### src/rtl/fcu_pwm_pkg.sv
// rtl/fcu_pwm_pkg.sv - shared constants, state encoding and clamp helpers for the PWM pulse generator
//
// Purpose: timing defaults, FSM state encoding and command clamp helpers
//          shared by pwm_pulse_gen and pwm_period_timer.
// Ports:   none (package).

package fcu_pwm_pkg;

    // 50 MHz clock: cycles per microsecond
    localparam logic [5:0]  US_CYC          = 6'd50;

    // Default timing (2.5 ms period, 10 ms settle, 1000..2000 us, 0.5 s arming)
    localparam logic [16:0] PERIOD_DEF      = 17'd124_999;
    localparam logic [19:0] T_INIT_DEF      = 20'd499_999;
    localparam logic [10:0] MIN_US_DEF      = 11'd1000;
    localparam logic [10:0] MAX_US_DEF      = 11'd2000;
    localparam logic [7:0]  ARM_PERIODS_DEF = 8'd200;

    // State encoding
    localparam logic [1:0]  INIT = 2'd0;
    localparam logic [1:0]  ARM  = 2'd1;
    localparam logic [1:0]  RUN  = 2'd2;

    typedef enum logic [1:0] {
        ST_INIT = INIT,
        ST_ARM  = ARM,
        ST_RUN  = RUN
    } pwm_state_t;

    function automatic logic [10:0] clamp_us(input logic [10:0] us,
                                             input logic [10:0] lo,
                                             input logic [10:0] hi);
        if (us < lo)
            return lo;
        else if (us > hi)
            return hi;
        else
            return us;
    endfunction

    function automatic logic out_of_range(input logic [10:0] us,
                                          input logic [10:0] lo,
                                          input logic [10:0] hi);
        return (us < lo) || (us > hi);
    endfunction

endpackage

### src/rtl/pwm_period_timer.sv
// rtl/pwm_period_timer.sv - free-running PWM period counter with boundary flag and start strobe
//
// Purpose: counts 0..PERIOD and wraps while enabled; held at 0 while disabled.
// Ports:
//   CLK           in   1   system clock
//   RSTn          in   1   asynchronous reset, active-low
//   en            in   1   count enable (high once the settle window is over)
//   cnt           out  17  current period counter value
//   boundary      out  1   last cycle of the period (cnt==PERIOD while enabled)
//   period_start  out  1   registered strobe, high one cycle after cnt reads 0;
//                          it coincides with the first high cycle of the pulse

import fcu_pwm_pkg::*;

module pwm_period_timer #(
    parameter logic [16:0] PERIOD = PERIOD_DEF
) (
    input  logic        CLK,
    input  logic        RSTn,
    input  logic        en,
    output logic [16:0] cnt,
    output logic        boundary,
    output logic        period_start
);

    assign boundary = en && (cnt == PERIOD);

    always_ff @(posedge CLK or negedge RSTn) begin
        if (!RSTn) begin
            cnt          <= 17'd0;
            period_start <= 1'b0;
        end else if (!en) begin
            cnt          <= 17'd0;
            period_start <= 1'b0;
        end else begin
            cnt          <= boundary ? 17'd0 : cnt + 17'd1;
            period_start <= (cnt == 17'd0);
        end
    end

endmodule

### src/rtl/pwm_pulse_gen.sv
// rtl/pwm_pulse_gen.sv - servo/ESC pulse generator with settle, arming and period-aligned width updates
//
// Purpose: fixed-period active-high pulse whose width is commanded in us.
//          INIT holds the output low for the settle window, ARM emits MIN_US
//          pulses for ARM_PERIODS periods, RUN follows commands. Widths only
//          change at period boundaries so a pulse is never cut or stretched.
// Ports:
//   CLK           in   1   system clock
//   RSTn          in   1   asynchronous reset, active-low
//   Arm           in   1   level; 1 allows RUN, 0 forces MIN_US output
//   Cmd_Valid     in   1   command strobe
//   Cmd_Us        in   11  commanded pulse width, us
//   Cmd_Rdy       out  1   commands accepted (ARM and RUN)
//   PWM_Out       out  1   registered pulse output
//   Period_Start  out  1   one-cycle period strobe
//   Clamped       out  1   last accepted command was out of [MIN_US,MAX_US]
//   Init_Rdy      out  1   settle window elapsed; held until reset

import fcu_pwm_pkg::*;

module pwm_pulse_gen #(
    parameter logic [16:0] PERIOD      = PERIOD_DEF,
    parameter logic [19:0] T_INIT      = T_INIT_DEF,
    parameter logic [10:0] MIN_US      = MIN_US_DEF,
    parameter logic [10:0] MAX_US      = MAX_US_DEF,
    parameter logic [7:0]  ARM_PERIODS = ARM_PERIODS_DEF
) (
    input  logic        CLK,
    input  logic        RSTn,
    input  logic        Arm,
    input  logic        Cmd_Valid,
    input  logic [10:0] Cmd_Us,
    output logic        Cmd_Rdy,
    output logic        PWM_Out,
    output logic        Period_Start,
    output logic        Clamped,
    output logic        Init_Rdy
);

    localparam logic [7:0]  ARM_LAST = ARM_PERIODS - 8'd1;
    localparam logic [16:0] MIN_W    = {6'd0, MIN_US} * {11'd0, US_CYC};

    pwm_state_t  state;
    logic [19:0] settle_cnt;
    logic [7:0]  arm_cnt;
    logic [10:0] shadow_us;
    logic [10:0] active_us;
    logic [10:0] active_next;
    logic [16:0] width_cyc;
    logic [16:0] cnt;
    logic        boundary;
    logic        cmd_acc;

    pwm_period_timer #(
        .PERIOD (PERIOD)
    ) u_timer (
        .CLK          (CLK),
        .RSTn         (RSTn),
        .en           (state != ST_INIT),
        .cnt          (cnt),
        .boundary     (boundary),
        .period_start (Period_Start)
    );

    assign Cmd_Rdy = (state != ST_INIT);
    assign cmd_acc = Cmd_Valid && Cmd_Rdy;

    // Width for the period that starts after this boundary. It reads the
    // registered shadow, so a command accepted in the boundary cycle itself
    // only lands one period later.
    always_comb begin
        active_next = active_us;
        if (boundary) begin
            case (state)
                ST_ARM:  active_next = (Arm && (arm_cnt == ARM_LAST)) ? shadow_us : MIN_US;
                ST_RUN:  active_next = Arm ? shadow_us : MIN_US;
                default: active_next = MIN_US;
            endcase
        end
    end

    always_ff @(posedge CLK or negedge RSTn) begin
        if (!RSTn) begin
            state      <= ST_INIT;
            settle_cnt <= 20'd0;
            arm_cnt    <= 8'd0;
            shadow_us  <= MIN_US;
            active_us  <= MIN_US;
            width_cyc  <= MIN_W;
            PWM_Out    <= 1'b0;
            Clamped    <= 1'b0;
            Init_Rdy   <= 1'b0;
        end else begin
            if (cmd_acc) begin
                shadow_us <= clamp_us(Cmd_Us, MIN_US, MAX_US);
                Clamped   <= out_of_range(Cmd_Us, MIN_US, MAX_US);
            end

            active_us <= active_next;
            if (boundary)
                width_cyc <= {6'd0, active_next} * {11'd0, US_CYC};

            // Registered compare: the pulse rises the cycle after cnt wraps
            // and stays high for exactly width_cyc cycles.
            PWM_Out <= (state != ST_INIT) && (cnt < width_cyc);

            case (state)
                ST_INIT: begin
                    if (settle_cnt == T_INIT) begin
                        state    <= ST_ARM;
                        Init_Rdy <= 1'b1;
                    end else begin
                        settle_cnt <= settle_cnt + 20'd1;
                    end
                end
                ST_ARM: begin
                    if (boundary) begin
                        if (!Arm) begin
                            arm_cnt <= 8'd0;
                        end else if (arm_cnt == ARM_LAST) begin
                            arm_cnt <= 8'd0;
                            state   <= ST_RUN;
                        end else begin
                            arm_cnt <= arm_cnt + 8'd1;
                        end
                    end
                end
                ST_RUN: begin
                    if (boundary && !Arm) begin
                        arm_cnt <= 8'd0;
                        state   <= ST_ARM;
                    end
                end
                default: state <= ST_INIT;
            endcase
        end
    end

endmodule

### config.mk
export PLATFORM = sky130hd
export DESIGN_NAME = pwm_pulse_gen
export DESIGN_NICKNAME = d
export VERILOG_FILES = /design/src/rtl/fcu_pwm_pkg.sv /design/src/rtl/pwm_period_timer.sv /design/src/rtl/pwm_pulse_gen.sv
export SDC_FILE = /design/constraint.sdc
export NUM_CORES = 1
export LEC_CHECK = 0
export CAP_MARGIN = 40
export CELL_PAD_IN_SITES_DETAIL_PLACEMENT = 0
export CELL_PAD_IN_SITES_GLOBAL_PLACEMENT = 1
export CORE_MARGIN = 1.5
export CORE_UTILIZATION = 53
export DETAILED_ROUTE_END_ITERATION = 7
export PLACE_DENSITY_LB_ADDON = 0.2
export SKIP_LAST_GASP = 1
export SYNTH_ARGS = -nofsm -noshare
export SYNTH_HDL_FRONTEND = slang
export SYNTH_HIERARCHICAL = 1
export SYNTH_SLANG_ARGS = --single-unit
### constraint.sdc
create_clock -name CLK -period 7.8 [get_ports CLK]
set_input_delay 2.34 -clock CLK [delete_from_list [all_inputs] [get_ports CLK]]
set_output_delay 2.34 -clock CLK [all_outputs]
set_load 0.05 [all_outputs]
# ---- Word-level counts from Yosys, hierarchy flattened
# Cells that the tools add are included.
dict set report op_classes {
  addsub 3
  bitwise 1
  mux 20
  eq_ne 10
  reduce_logical 15
  order_cmp 3
  mul 1
}
# operator count
set ops {}
lappend ops {{11-bit two-way mux} 5}
lappend ops {{17-bit two-way mux} 2}
lappend ops {{8-bit two-way mux} 4}
lappend ops {{11-bit one-hot mux with 2 select lines} 1}
lappend ops {{20-bit by 1-bit adder with 20-bit output, second input constant} 1}
lappend ops {{20-bit by 19-bit == test with 1-bit output, second input constant} 1}
lappend ops {{17-bit by 1-bit adder with 17-bit output, second input constant} 1}
lappend ops {{17-bit == test, second input constant} 1}
lappend ops {{17-bit logical NOT} 1}
lappend ops {{17-bit < comparator} 1}
lappend ops {{11-bit by 5-bit multiplier with 16-bit output, second input constant} 1}
lappend ops {{8-bit one-hot mux with 2 select lines} 1}
lappend ops {{11-bit greater-than comparator, second input constant} 1}
lappend ops {{11-bit by 10-bit < comparator with 1-bit output, second input constant} 1}
lappend ops {{2-bit two-way mux} 5}
lappend ops {{2-bit inequality test, second input constant} 5}
lappend ops {{8-bit by 1-bit adder with 8-bit output, second input constant} 1}
lappend ops {{8-bit == test, second input constant} 1}
lappend ops {{2-bit one-hot mux with 3 select lines} 1}
lappend ops {{1-bit logical AND} 5}
lappend ops {{5-bit AND reduction} 1}
lappend ops {{2-bit AND reduction} 2}
lappend ops {{2-bit nonzero test} 2}
lappend ops {{3-bit AND reduction} 1}
lappend ops {{7 further kinds} 7}
dict set report totals {
  out_inout_bits 5
  in_bits 15
  wordCells 64
  regBits 89
}

# ---- Depth between registers and ports, before layout
# Gate-level depths: netlist of the first run.
dict set report logic_depth {
  word_depth 6
  depth_mapped 20
  mapped_depth_nobuf 19
}

# ---- Modules after synthesis
# Netlist of the first run, hierarchy kept.
# mod cells_per_inst seq_area_each_um2 n_inst area_per_inst_um2
set modules_own_cells {}
lappend modules_own_cells {pwm_pulse_gen 460 1799.2 1 4550.6}
lappend modules_own_cells {pwm_period_timer 96 450.4 1 958.4}

# ---- Worst setup path after synthesis of the first run
# OpenSTA, ideal clock, no wires.
dict set report synth_timing {
  path_type {input to register}
  startpoint {input port Arm}
  endpoint {register width_cyc[15]}
  required_time_ps 7703
  slack_ps 2154
  t_arrival_ps 5548
  cell_stages 14
  setup_ps 97
  n_path_buf 0
  cell_sequence {inv_1 -> nor3_1 -> a22o_1 -> ha_1 -> ha_1 -> inv_1 -> fa_1 -> inv_1 -> ha_1 -> a21oi_1 -> o22ai_1 -> a2111oi_0 -> or4_1 -> o221ai_1}
}
dict set report synth_between {
  elab_chain_cells 5
  elab_cells_between_ends 6
  classes_between {mul: 1; mux: 4; reduce/logical: 1}
}
# element line_no
set synth_lines {}
lappend synth_lines {{from (decl)} pwm_pulse_gen.sv:30} ;# input logic Arm,
lappend synth_lines {{1-bit logical AND} pwm_pulse_gen.sv:75} ;# ST_ARM: active_next = (Arm && (arm_cnt == ARM_LAST)) ? shadow_us : MIN_US;
lappend synth_lines {{11-bit two-way mux} pwm_pulse_gen.sv:75}
lappend synth_lines {{11-bit one-hot mux with 2 select lines *} pwm_pulse_gen.sv:74} ;# case (state)
lappend synth_lines {{11-bit two-way mux *} pwm_pulse_gen.sv:73} ;# if (boundary) begin
lappend synth_lines {{named net active_next[2]} pwm_pulse_gen.sv:48} ;# logic [10:0] active_next;
lappend synth_lines {{11-bit by 5-bit multiplier with 16-bit output *} pwm_pulse_gen.sv:101} ;# width_cyc <= {6'd0, active_next} * {11'd0, US_CYC};
lappend synth_lines {{to (signal assigned)} pwm_pulse_gen.sv:101}
lappend synth_lines {{to (decl)} pwm_pulse_gen.sv:49} ;# logic [16:0] width_cyc;
# The timed path passes the listed nets; every way through them passes the cells marked *.
# A chain may end at the register's enable or synchronous reset.

# ---- Final worst setup path of the first run
# Same ends and word-level chain as after synthesis.

==> out/summary.md, run 1 <==
The fraction of final layout cells sized beyond drive strength 1 is 8.64%. The post-synthesis async set-or-reset flop share came out at 100%. The maximum number of pins on one net before global-route repair was 59; the post-cts gate resize count was 0. The final sum of negative setup slack is 0 ns. The tree is rooted in a clkbuf_8.

The synthesis-to-layout area growth was 9.88%; the insertion delay to the later sink of the worst-skew pair was 0.38 ns. During synthesis, Yosys emitted a total of 6 warnings. Along the worst path, the maximum fanout reaches 8. The count of TritonRoute iterations in the first routing pass was 4.

Setup repair after global routing left no endpoint under its margin. For this run, the share of the core covered by cells in the final layout is 59.4%. The count of buffers added on input and output ports is 19. The total of endpoints with negative setup slack in the final report was 0; the proportion of synthesized chip area in sequential cells was 40.8%.

The antenna cell count came out at 0. The total via count after detailed routing was 4060. The detail route stage leaves a number of antenna-violating nets equal to 0. The tools report the design area as 6050 µm². Fill cells in the final layout number 888. By startpoint and endpoint, the worst setup path is classified as primary input to register. The die is 105 µm wide.

The number of CTS-inserted buffers came out at 9. The logs give 0 for the global-route congestion overflow total and 8290 µm for the HPWL after detailed placement. Excluding fillers, the count of instances in the completed layout stands at 715. The minimum clock period after layout is 6.34 ns, and the routability-driven placement congestion ratio is 0.809. The die covers 11000 µm². Once placement finished, the instance area stood at 5820 µm². For the final wirelength, the log shows 11200 µm. The busiest layer in global routing was met2. The first-pass GRT wire length is 19700 µm, and the number of global-route vias before repair is 4096. OpenSTA, run right after detailed placement, puts the worst setup slack at 1.13 ns. TritonCTS built the clock tree.

The worst-case IR drop observed on VDD is 0.148 mV. For this run, the total global-route usage over all layers was measured as 22.6%. The leakage power is 2.85 nW, and the hold buffer count at CTS is 0.

The net switching power came out at 0.191 mW. The worst setup path is captured at a register. The class of the worst hold path was register to register. Yosys mapped a number of flops with a built-in enable equal to 0. The met1 layer usage reported by global route was 29.8%; the number of sinks driven by the clock tree was 89. The clock input transition at the sequential cells of the worst setup and hold paths was 0.08 ns; the design internal power was 0.680 mW.

Of the available clock period, the critical path in the final layout requires 81.3%. The tools report the area of the core as 10200 µm². The logs give 0 for the final number of max-transition violations and 0 for the initial antenna violation count. Global routing used 36.4% of the available met2 tracks. For the share of power burned in combinational logic, the log shows 3.9%.

The run gives 20 as the total I/O pin count. The starting DRC count in detailed routing is 153. The element type at the critical path start is a primary input. The run finished with clean final reports. The switching share of power is 21.9%.

The relative contribution of the clock network to total power is 41.9%. For this run, the post-layout net count is 655. The slew at the pin closest to its max-slew limit came out at 0.902 ns.

Data on the critical path is required at its endpoint by 8.09 ns. Count of placed standard cells including taps: 699. The worst pin sits at a relative slew slack of 39.4%. After technology mapping, the gate count stands at 556. Registers are responsible for 54.3% of the overall power. The clock passes through at most 2 buffers. For the count of buffers added by post-CTS timing repair for setup, the log shows 0.

The synthesized netlist occupies a cell area of 5510 µm². In this run the core area contains 37 standard-cell rows. The run gives 0 as the post-route DRC violation count. Dominant synthesized flop cell: dfrtp_1.

Using the TritonRoute via totals, the vias-per-cell ratio works out to 5.68. Max-cap violations in this run came to 0. Once the floorplan was initialized, standard cells occupied 54.1% of the core. The power per cell area is 144 nW/µm², and the net count after synthesis is 637. For the worst setup path, the data arrival time is 6.64 ns. The H-tree generated during clock tree synthesis spans 3 levels. Synthesis instantiated 59 different standard cells from the library. Static timing analysis puts the maximum clock frequency at 158 MHz. The post-synthesis sequential element count came out at 89. For met3 alone, demand over resource in global routing was 5.43%.

The final worst clock skew is 0.0145 ns. The post-synthesis average cell area works out to 9.91 µm². The chip height works out to 105 µm. The number of hold-slack violations in the final timing report came out at 0. The tools report the setup slack after layout as 1.46 ns. The wire length per cell came out at 15.7 µm.
-- worst paths after layout --
check                      depth (start not counted)             to          from  slack [ns]
min                                                2   shadow_us[9]  shadow_us[9]        0.46
min in group asynchronous                          1  settle_cnt[7]          RSTn        1.88
min reg2reg                                        2   shadow_us[9]  shadow_us[9]        0.46
max                                               15  width_cyc[15]           Arm        1.46
max reg2reg                                       19  width_cyc[15]      state[0]        1.85
max in group asynchronous                          2  active_us[10]          RSTn        4.84
-- power by group through the flow --
stage               clock (mW)  sequential, mW  combinational (mW)
floorplan                    0           0.482              0.0105
global placement             0           0.481              0.0337
detailed placement           0           0.481              0.0346
CTS                      0.376           0.473              0.0347
global route             0.392           0.474              0.0385
finish                   0.365           0.473              0.0338
-- sequential cells by signal (all words and copies together) (netlist names) --
name,flops
Clamped,1
shadow_us,11
active_us,11
state,2
width_cyc,16
arm_cnt,8
PWM_Out,1
u_timer/period_start,1
Init_Rdy,1
settle_cnt,20
u_timer/cnt,17
-- worst max-delay path, stage by stage --
cell	delay, ns
clkdlybuf4s50_1	0.52
inv_1	0.08
nor3_1	0.74
a22o_1	0.30
ha_1	0.25
ha_1	0.27
inv_1	0.05
fa_1	0.49
inv_1	0.04
ha_1	0.34
a21oi_1	0.23
o22ai_1	0.15
a2111oi_0	0.55
or4_1	0.19
o221ai_1	0.10
-- cells by family (layout without fill, tap and decap cells) --
group | after synthesis | in the layout | synth area share (%)
AND/OR/NAND/NOR | 189 | 189 | 17.7
AO/OA/AOI/OAI | 109 | 109 | 13.9
flip-flops | 89 | 89 | 40.8
adder cells (fa/ha/maj) | 66 | 66 | 15.8
buffers and inverters | 56 | 79 | 4.09
XOR/XNOR | 39 | 39 | 6.20
multiplexers | 8 | 8 | 1.48
-- placed cells by master (no fill, tap or decap), drive strengths merged, types with 4 or more instances in the layout --
cell / n
inv: 42
nor4: 8
buf: 4
mux2i: 7
and4: 4
a21oi: 23
xor2: 14
nand2b: 5
o21ai: 25
and3: 6
nand3: 25
nor4b: 4
nand2: 45
or2: 4
dfstp: 18
o31ai: 8
a211oi: 4
clkdlybuf4s50: 18
a21o: 6
nor2b: 10
xnor2: 25
fa: 6
nor2: 43
ha: 60
dfrtp: 71
nand4: 14
clkbuf: 12
a22o: 13
nor3: 9
-- per-layer routing --
metal / part of all wire, % / vias up / wire length (µm)
met5: 0 / - / 0
met4: 1.7 / 0 / 187
met3: 3.3 / 15 / 366
met2: 47 / 57 / 5240
met1: 48 / 1966 / 5450
li1: - / 2022 / -
-- cell type report --
type	count	area (µm²)	area share (%)
tap	136	170	2.81
inverter	41	154	2.54
timing repair buffer	22	210	3.47
sequential	89	2250	37.2
multi-input combinational	411	3040	50.2
clock inverter	4	73.8	1.22
clock buffer	12	155	2.56
-- cell usage after synthesis, drive strengths merged (4+ instances only) --
master | number | area [µm²]
or2 | 4 | 25.0
nand2b | 5 | 31.3
nor4 | 8 | 56.3
xnor2 | 25 | 219
and4 | 4 | 35.0
nand4 | 14 | 100
dfstp | 18 | 473
a22o | 13 | 114
nand2 | 45 | 171
nor2 | 43 | 161
and3 | 6 | 37.5
o31ai | 8 | 60.1
nand3 | 25 | 125
nor4b | 4 | 35.0
xor2 | 14 | 123
a21o | 6 | 45.0
dfrtp | 71 | 1780
clkbuf | 12 | 45.0
a211oi | 4 | 30.0
mux2i | 7 | 70.1
nor2b | 10 | 62.6
a21oi | 23 | 115
ha | 60 | 751
nor3 | 9 | 45.0
o21ai | 25 | 125
fa | 6 | 120
inv | 41 | 154
-- through the flow --
stage	total power, mW	hold slack (ns)
3_3_place_gp	0.515	0.445
5_1_grt	0.905	0.467
2_1_floorplan	0.493	0.432
6_report	0.871	0.456
3_5_place_dp	0.516	0.444
4_1_cts	0.884	0.457
Note: power is estimated with default switching activity, not from simulation.
==> inputs of run 2 (changes only) <==
Settings changed: CORE_UTILIZATION 53 to 49.
Clock period 7.8 ns to 6.6 ns, I/O delays scaled along.
==> run 2 against run 1 <==
Sequential share of layout area increased by 0.054 points. Global-route usage shrank 1.7 points. Clock power barely moved. Flip-flop and latch count stayed put. First-iteration DRC count is 25% higher. Via count increased by 0.49%. Worst setup slack got worse by 0.35 ns. Highest routed layer unchanged.
==> out/summary.md, run 2 (synthesis results as in run 1) <==
The final route contains 4080 vias. The detailed router finished its first iteration with 191 violations. The logs give 0 for the final number of max-transition violations and 67 for the maximum number of pins on one net before global-route repair. The register-to-register setup slack is 1.31 ns, and the hold buffer count at CTS is 0. The run finished with clean final reports. STA puts the critical path data required time at 6.90 ns.

Clock tree synthesis selected as its root buffer the cell clkbuf_8. Signal routing reaches up to met4. The logs give 4 for the count of TritonRoute iterations in the first routing pass and 2.85 nW for the leakage power. Once layout is complete, the cells apart from fillers number 723. Of the cells placed in the final design, the portion with a size suffix greater than 1 is 9.43%. The congestion estimate from routability-driven global placement came to 0.809. The relative contribution of the clock network to total power was 38.1%. The sum of buffers and inverters on the critical path is 5.

The endpoint identified for the worst register-to-register timing path is width_cyc[15]. Dividing the detail-routed via count by the number of cells gives 5.64. The slew at the pin closest to its max-slew limit works out to 0.913 ns. For this run, the total global-route usage over all layers was measured as 20.8%. The cell at the slowest stage of the critical path is clkdlybuf4s50_1. Setup repair after global routing left no endpoint under its margin. The critical path is of the primary input to register type. For this design, the sink count on the clock tree is 89.

The minimum clock period after layout was 5.50 ns; the number of CTS-inserted buffers was 9. The tools report the end point of the most critical hold path as shadow_us[9]. The number of antenna diodes in the final layout is 0. For the deepest level of the CTS H-tree, the log shows 3. The initial core utilization came out at 50.6%.

On the final layout, the worst clock skew is 0.00933 ns. The clock input transition at the sequential cells of the worst setup and hold paths is 0.10 ns. Max-cap violations in this run came to 0.

Of all nets on the critical path, the largest fanout is 8. Walking the worst path, the cells encountered are clkdlybuf4s50_1, inv_1, nor3_1, buf_4, a22o_1, ha_1, ha_1, inv_1, fa_1, inv_1, ha_1, a21oi_1, o22ai_1, a2111oi_0, or4_1, o221ai_1. The post-route DRC violation count was 0; the chip height was 109 µm.

After global routing the overflow that remains totals 0. Setup violations remaining at the end of the flow were counted as 0. Port buffering added 19 buffers. STA classifies the critical path startpoint as a primary input. The net count reported at finish is 659, and the net switching power is 0.252 mW. TritonCTS built the clock tree. VDD sags by at most 0.115 mV.

The tools report the met3 wire length as 286 µm. Gates resized during post-CTS repair numbered 0. Measured in cells, the most critical reg-to-reg path has a length of 20.

The number of global-route vias before repair was 3836. The logs give 5.80 ns for the arrival time of data at the critical path endpoint and 8550 µm for the HPWL after detailed placement. The run gives 182 MHz as the highest achievable clock rate. The chip width is 109 µm, and the count of buffers added by post-CTS timing repair for setup is 0. Top register by number of flip-flops: settle_cnt. For the final sum of negative setup slack, the log shows 0 ns. Maximum number of buffers from clock root to sink: 2. In this run, the combinational gates consume 4.1% of the power. Along the worst hold path, the cell count comes to 2.

The tools report the sum of met2 wire segment lengths after detailed routing as 5110 µm. Of the total power, registers draw 57.8%. The logs give 0 for the remaining antenna violation count after routing and 18900 µm for the first-pass GRT wire length. The number of hold-slack violations in the final timing report was 0. The power per cell area came out at 160 nW/µm². The element type at the critical path end was a register. The worst pin sits at a relative slew slack of 38.9%. The run gives 10900 µm² as the area of the core. The worst path uses 83.3% of the clock period. The logs give 0.462 ns for the final worst hold slack and 0.714 mW for the design internal power. The total I/O pin count is 20.

For the count of placed standard cells including taps, the log shows 707. The synthesis-to-layout area growth is 9.72%, and the initial antenna violation count is 0. The die covers 11900 µm².

The met1 routed wirelength after detailed routing came out at 5690 µm. The switching share of power works out to 26.1%. Dividing the detail-routed wire length by the instance count gives 15.6 µm. The peak per-stage delay on the critical path came out at 0.52 ns. In the final layout, the registers with the most flip-flops are settle_cnt x20, u_timer/cnt x17, width_cyc x16.

In this run the most critical hold path is launched from shadow_us[9]. The register with the most flip-flops in the layout has 20 of them. The path class of the tightest hold or removal check is register to register.

Broken down by cell family, the worst path's largest delay share belongs to adder cells. Wires add up to 11300 µm. The start of the worst register-to-register path was state[0].

Most frequent standard cell in the layout excluding fill and tap cells: dfrtp_1. Leaving out fill and tap cells, the most frequent cells in the layout are dfrtp_1 (71), ha_1 (60), nand2_1 (44). At the later pin of the worst-skew pair, clock insertion delay measures 0.38 ns.

In this run the core area contains 38 standard-cell rows.
## run 2: area by class of cell
cell class / instances / area, µm²
sequential: 89 / 2250
tap: 140 / 175
multi-input combinational: 411 / 3040
inverter: 41 / 154
fill: 1016 / 4840
timing repair buffer: 26 / 240
clock inverter: 7 / 61.3
clock buffer: 9 / 124
## run 2: worst min-delay path, stage by stage, from the launching register on
cell     delay [ns]
dfstp_2        0.38
nand2_1        0.04
nand2_1        0.04
## run 2: routing by layer
layer	up-vias	GRT usage, %
met4	0	8.18
met2	58	32.3
met5	-	0
li1	2038	-
met1	1970	29.5
met3	14	2.87
## run 2: power groups by stage
stage | sequential (mW) | clock (mW) | combinational [mW]
2_1_floorplan | 0.570 | 0 | 0.0124
3_3_place_gp | 0.569 | 0 | 0.0401
3_5_place_dp | 0.569 | 0 | 0.0406
4_1_cts | 0.559 | 0.381 | 0.0408
5_1_grt | 0.560 | 0.402 | 0.0452
6_report | 0.559 | 0.368 | 0.0396
## run 2: worst max path at each step
stage	cells past startpoint	slack, ns	start	endpoint
global placement	13	0.78	Arm	width_cyc[15]
detailed placement	16	0.70	Arm	width_cyc[15]
global route	20	0.75	state[0]	width_cyc[15]
finish	16	1.10	Arm	width_cyc[15]
CTS	13	1.11	Arm	width_cyc[15]
floorplan	20	1.25	state[0]	width_cyc[15]
## run 2: stage by stage
step	util (%)	total power, mW	cell area (µm²)	setup WS (ns)
floorplan	-	0.582	5510	1.25
global placement	53.8	0.609	5860	0.779
detailed placement	53.8	0.610	5860	0.697
CTS	55.5	0.980	6040	1.11
global route	55.5	1.01	6040	0.747
finish	55.5	0.966	6040	1.10
